## src/rtl/router_reg.sv

```systemverilog
// rtl/router_reg.sv - Router 1x3 datapath register stage: header/payload latch, stall buffer, running parity
module router_reg #(
    parameter int DATA_WIDTH = 8
) (
    input  logic                  clock,
    input  logic                  reset,
    input  logic                  pkt_valid,
    input  logic [DATA_WIDTH-1:0] data_in,
    input  logic                  fifo_full,
    input  logic                  detect_add,
    input  logic                  lfd_state,
    input  logic                  ld_state,
    input  logic                  laf_state,
    input  logic                  full_state,
    input  logic                  rst_int_reg,
    output logic                  parity_done,
    output logic                  low_packet_valid,
    output logic                  err,
    output logic [DATA_WIDTH-1:0] dout
);

    logic [DATA_WIDTH-1:0] dout_q, dout_d;
    logic [DATA_WIDTH-1:0] header_q, header_d;
    logic [DATA_WIDTH-1:0] hold_q, hold_d;
    logic [DATA_WIDTH-1:0] int_parity_q, int_parity_d;
    logic [DATA_WIDTH-1:0] pkt_parity_q, pkt_parity_d;
    logic                  parity_done_q, parity_done_d;
    logic                  low_pv_q, low_pv_d;
    logic                  err_q, err_d;

    // Address 2'b11 names no output port, so such a header is never captured.
    logic addr_ok;
    assign addr_ok = (data_in[1:0] != 2'b11);

    // The parity byte is the one arriving in LOAD_DATA with pkt_valid low.
    logic last_byte;
    assign last_byte = ld_state && !pkt_valid;

    // Header capture during address decode.
    always_comb begin
        header_d = header_q;
        if (detect_add && pkt_valid && addr_ok) begin
            header_d = data_in;
        end
    end

    // Byte presented to the FIFO: header first, then live payload, then the replayed stalled byte.
    always_comb begin
        dout_d = dout_q;
        if (lfd_state) begin
            dout_d = header_q;
        end else if (ld_state && !fifo_full) begin
            dout_d = data_in;
        end else if (laf_state) begin
            dout_d = hold_q;
        end
    end

    // Keep the byte that a full FIFO refused so LOAD_AFTER_FULL can replay it.
    always_comb begin
        hold_d = hold_q;
        if (ld_state && fifo_full) begin
            hold_d = data_in;
        end
    end

    // Running XOR over header and payload; a stalled byte is counted when first seen, not on replay.
    always_comb begin
        int_parity_d = int_parity_q;
        if (detect_add) begin
            int_parity_d = '0;
        end else if (lfd_state) begin
            int_parity_d = int_parity_q ^ header_q;
        end else if (ld_state && pkt_valid) begin
            int_parity_d = int_parity_q ^ data_in;
        end
    end

    // Parity byte sent by the source.
    always_comb begin
        pkt_parity_d = pkt_parity_q;
        if (detect_add) begin
            pkt_parity_d = '0;
        end else if (last_byte) begin
            pkt_parity_d = data_in;
        end
    end

    // low_packet_valid: set on the parity byte, cleared by the FSM's internal register clear; set wins.
    always_comb begin
        low_pv_d = low_pv_q;
        if (last_byte) begin
            low_pv_d = 1'b1;
        end else if (rst_int_reg) begin
            low_pv_d = 1'b0;
        end
    end

    // parity_done: parity byte written directly, or replayed after a full stall; set wins over clear.
    always_comb begin
        parity_done_d = parity_done_q;
        if ((last_byte && !fifo_full) || (laf_state && low_pv_q && !parity_done_q)) begin
            parity_done_d = 1'b1;
        end else if (detect_add) begin
            parity_done_d = 1'b0;
        end
    end

    // err: compare the finished parities once parity_done is up; a new packet clears it.
    always_comb begin
        err_d = err_q;
        if (detect_add) begin
            err_d = 1'b0;
        end else if (parity_done_q && (int_parity_q != pkt_parity_q)) begin
            err_d = 1'b1;
        end
    end

    // State registers with asynchronous clear.
    always_ff @(posedge clock or posedge reset) begin
        if (reset) begin
            dout_q        <= '0;
            header_q      <= '0;
            hold_q        <= '0;
            int_parity_q  <= '0;
            pkt_parity_q  <= '0;
            parity_done_q <= 1'b0;
            low_pv_q      <= 1'b0;
            err_q         <= 1'b0;
        end else begin
            dout_q        <= dout_d;
            header_q      <= header_d;
            hold_q        <= hold_d;
            int_parity_q  <= int_parity_d;
            pkt_parity_q  <= pkt_parity_d;
            parity_done_q <= parity_done_d;
            low_pv_q      <= low_pv_d;
            err_q         <= err_d;
        end
    end

    assign dout             = dout_q;
    assign parity_done      = parity_done_q;
    assign low_packet_valid = low_pv_q;
    assign err              = err_q;

endmodule

```

## config.mk

```make
export PLATFORM = sky130hd
export DESIGN_NAME = router_reg
export DESIGN_NICKNAME = d
export VERILOG_FILES = /design/src/rtl/router_reg.sv
export SDC_FILE = /design/constraint.sdc
export NUM_CORES = 1
export LEC_CHECK = 0
export ABC_AREA = 1
export BUFFER_PORTS_ARGS = -buffer_cell sky130_fd_sc_hd__buf_2
export CAP_MARGIN = 25
export CELL_PAD_IN_SITES_DETAIL_PLACEMENT = 1
export CELL_PAD_IN_SITES_GLOBAL_PLACEMENT = 1
export CORE_MARGIN = 2
export CORE_UTILIZATION = 41
export DETAILED_ROUTE_END_ITERATION = 8
export PLACE_DENSITY = 0.87
export SLEW_MARGIN = 30
export SYNTH_ARGS = -nofsm -noshare
export SYNTH_HDL_FRONTEND = slang
export SYNTH_SLANG_ARGS = --single-unit
```

## constraint.sdc

```tcl
create_clock -name clock -period 1.4 [get_ports clock]
set_clock_uncertainty 0.2 [all_clocks]
set_input_delay 0 -clock clock [delete_from_list [all_inputs] [get_ports clock]]
set_output_delay 0 -clock clock [all_outputs]
set_load 0.01 [all_outputs]
```

Word level (Yosys, flattened, before mapping). Cells that the tools add are included.

Order comparisons: 0. Add/subtract/negate cells: 0. Mux-type cells: 14. Shift-type cells: 0. Eq/ne operators: 2. Bitwise operators: 2. Div/mod/pow operators: 0. Reductions and logical operators: 20. Multipliers: 0.

Operators by type and width (number): 8-bit two-way mux (8); 8-bit bitwise XOR (2); 1-bit logical AND (10); 8-bit inequality test (1); 2-bit nonzero test (4); 1-bit two-way mux (6); 3-bit nonzero test (2); 1-bit zero test (3); 2-bit inequality test (second input constant) (1); 1-bit logical OR (1).

Bits in writable memories: 0. Bits in registers: 43. Bits of input ports: 18. Memories kept: 0. Bits in latches: 0. Memory bits (read-only): 0.

Logic depth before layout (Yosys ltp).
Depth in word-level cells: 5. Mapped depth: 8. Mapped depth without buffers: 8.

Worst setup path before layout. Ideal clock, no wire load.

Path type: register -> register. Start: reg header_q[7]. End: reg int_parity_q[7]. Path buffers: 0. Setup time: 0.117 ns. Arrival time: 0.788 ns. Path slack: 0.295 ns. Required time: 1.083 ns. Cell stages (with the launch flop): 7. Cells stage by stage: dfrtp_1 -> nand2_1 -> inv_1 -> o21ai_0 -> nand2_1 -> nand2_1 -> nor2_1.

Longest elaborated chain between the ends: 3.

Ends and longest elaborated chain: start: declaration (RTL line 23) `logic [DATA_WIDTH-1:0] header_q, header_d;`; start signal: assignment (RTL line 132) `header_q <= header_d;`; 8-bit bitwise XOR (RTL line 73) `int_parity_d = int_parity_q ^ header_q;`; 8-bit two-way mux (RTL line 72) `end else if (lfd_state) begin`; 8-bit two-way mux (RTL line 70) `if (detect_add) begin`; end signal: assignment (RTL line 134) `int_parity_q <= int_parity_d;`; end: declaration (RTL line 25) `logic [DATA_WIDTH-1:0] int_parity_q, int_parity_d;`.

Every way passes these cells. A chain may end at the register's enable or synchronous reset.

Final worst setup path.
Start: in data_in[0]. End: reg header_q[5].

Longest elaborated chain between the ends: 2.

Ends and longest elaborated chain: start: declaration (RTL line 8) `input logic [DATA_WIDTH-1:0] data_in,`; 2-bit inequality test (RTL line 33) `assign addr_ok = (data_in[1:0] != 2'b11);`; 1-bit logical AND (RTL line 42) `if (detect_add && pkt_valid && addr_ok) begin`.

Every way passes these cells.

==> impl_metrics.ini <==
[placement]
gp_congestion = 0.787
place_inst = 354
place_area_mm2 = 0.00228
port_buffers = 27
dp.final_hpwl_um = 3760

[routing]
via_count = 1854
firstDrtPassIters = 4
drtIter0Drc = 81
drc = 0
viasPerCell = 4.94
wire_per_inst_um = 14.9
ant_nets = 0
routed_wirelength_um = 5590

[floorplanning]
dieArea_mm2 = 0.00552
die_h_um = 74.3
core_mm2 = 0.00475
die_x_um = 74.3
start_util = 0.426
num_io_pins = 29
num_rows = 25

[sta]
finalCritPeriodShare = 0.936
worst_slew_pin_slew_ns = 0.495
final-max-slew-violation-count = 0
hold_viol = 0
min_period_ns = 1.31
fmax_mhz = 763
rsz0062_at_grt = false
finalSetupViolations = 0
tns_ns = 0
relSlewSlack = 0.669

[synth]
synth_top_area_frac = 0.532
yosys-mux-area-fraction = 0
synthArstFlopShare = 1.00
yosys-top-cells-count = nand2_1 (107), dfrtp_1 (43), o21ai_0 (32), inv_1 (24)
synth_xor_xnor_area_share = 0.0130
synth_top_family_by_area = simple AND/OR/NAND/NOR gates
synth_largest_area_cell = dfrtp_1
synthTopCellsByArea = dfrtp_1 (53%), nand2_1 (20%), o21ai_0 (7.9%), inv_1 (4.4%), a21oi_1 (2.2%)
synth_cells = 258
synth_warnings = 0
avgSynthCellArea_um2 = 7.85
seq_area_frac_synth = 0.532
yosys.area_share.simple = 0.245
yosys.cell_count.top_type = nand2_1
synth-main-ff-cell = dfrtp_1
synthAdderAreaFrac = 0
synth_fp_nets = 276
ys_types = 22
synth_compound_area_frac = 0.141
synth_edf_count = 0
netlist_area_mm2 = 0.00202
synth_seq_cells = 43

[clock_network]
tritoncts = yes
worstSkewPairLatency_ns = 0.30
numClockSinks = 43
htree_levels = 2
cts_made_buffers = 5
clkSlewWorstSetupHoldPaths_ns = 0.09
cts-root-buf = clkbuf_8
cts_buffer_depth = 2

[global_routing]
grt_pass1_wl_um = 9170
first_global_vias = 1905
grt_max_degree = 44
grt-ovfl-total = 0
grt.total_usage = 0.221
antenna_found_initial = 0

[layout]
syn2layout_area_growth_pct = 24.0
fillCellCount = 618
antenna_cells = 0
fin_cells = 375
design_area_mm2 = 0.00251
drive_gt1_frac = 0.162
nets = 325
multi_input_area_um2 = 808
ff_latch_area_mm2 = 0.00108

[run]
cap_violations = 0

[power_and_ir_drop]
power_mw = 2.93
p_leak_nw = 1.34
power.ir.vdd_worst_mv = 0.730
power_density_mw_per_mm2 = 1170

[critical_path]
end_kind = register
arrival_ns = 1.32
critPathRequiredTime_ns = 1.41
path_max_fanout = 16
setup.worst_path.start_class = input pin
path_class = in2reg

[outcome]
status = finished clean

[hold_path]
hp-class = in2reg
==> cell usage in the layout (no fill, tap or decap), drive strengths merged <==
master,count
a21oi,9
a31oi,1
and3,2
buf,35
clkbuf,7
clkinv,1
clkinvlp,1
dfrtp,43
dlygate4sd3,13
inv,26
nand2,107
nand3,4
nor2,10
nor3,2
o211ai,1
o21ai,36
o22ai,5
or2,2
xnor2,3
==> per-layer routing <==
| metal | up-vias | global-route usage | share of wire | routed length, um |
|---|---|---|---|---|
| li1 | 912 | - | - | - |
| met1 | 907 | 0.294 | 0.45 | 2510 |
| met2 | 29 | 0.377 | 0.51 | 2850 |
| met3 | 6 | 0.0379 | 0.031 | 175 |
| met4 | 0 | 0.0615 | 0.010 | 56 |
| met5 | - | 0 | 0 | 0 |
==> cells by family (layout without fill, tap and decap cells) <==
group                     Yosys count  count (layout)
xor gates and xnor gates            3               3
AOI/OAI and AO/OA                  52              52
buffers and inverters              33              83
and+or+nand+nor                   127             127
DFF                                43              43
==> sequential cells by signal (all words and copies together) (netlist names) <==
| signal | flops |
|---|---|
| low_packet_valid | 1 |
| int_parity_q | 8 |
| header_q | 8 |
| pkt_parity_q | 8 |
| parity_done | 1 |
| hold_q | 8 |
| dout | 8 |
| err | 1 |
==> cell type report <==
class | instances | area share
Clock inverter | 1 | 0.00299
Tap cell | 67 | 0.0334
Inverter | 27 | 0.0404
Sequential cell | 43 | 0.428
Multi-Input combinational cell | 182 | 0.322
Clock buffer | 7 | 0.0384
Timing Repair Buffer | 48 | 0.135
==> where the power goes <==
part,switching (mW),internal [mW],total [mW]
Sequential,0.0870,1.39,1.48
Combinational,0.351,0.222,0.573
Clock,0.433,0.449,0.881
Total,0.871,2.06,2.93
==> final timing paths <==
kind | startpoint | to | slack (ns) | cells after the start
setup / recovery | data_in[0] | header_q[5]$_DFFE_PP0P_ | 0.09 | 7
hold / removal | pkt_valid | low_packet_valid$_DFFE_PP0P_ | 0.02 | 4
setup reg to reg | int_parity_q[5]$_DFFE_PP0P_ | err$_DFFE_PP0P_ | 0.13 | 8
hold reg to reg | dout[3]$_DFFE_PP0P_ | dout[3]$_DFFE_PP0P_ | 0.28 | 2
max in group asynchronous | reset | dout[2]$_DFFE_PP0P_ | 0.69 | 4
min in group asynchronous | reset | hold_q[4]$_DFFE_PP0P_ | 0.09 | 4
==> worst max-delay path, stage by stage <==
cell           delay [ns]
dlygate4sd3_1        0.52
buf_2                0.12
inv_1                0.08
o211ai_1             0.18
buf_4                0.23
nand2_1              0.08
o21ai_0              0.10
==> metrics by stage <==
| step | setup WS, ns | util | hold slack, ns |
|---|---|---|---|
| 2_1_floorplan | 0.197 | - | -0.129 |
| 5_1_grt | 0.0127 | 0.528 | 0.0399 |
| 3_3_place_gp | 0.150 | 0.479 | -0.126 |
| 4_1_cts | 0.0394 | 0.528 | 0.00348 |
| 6_report | 0.0898 | 0.528 | 0.0180 |
| 3_5_place_dp | 0.0908 | 0.479 | -0.121 |
==> repair_timing <==
item,4_1_cts,5_1_grt
setup buffers,0,0
endpoints found under the hold margin,85,0
gates resized for setup,0,1
hold buffers,13,0
setup endpoints to repair,0,5
Note: power is estimated with default switching activity, not from simulation.
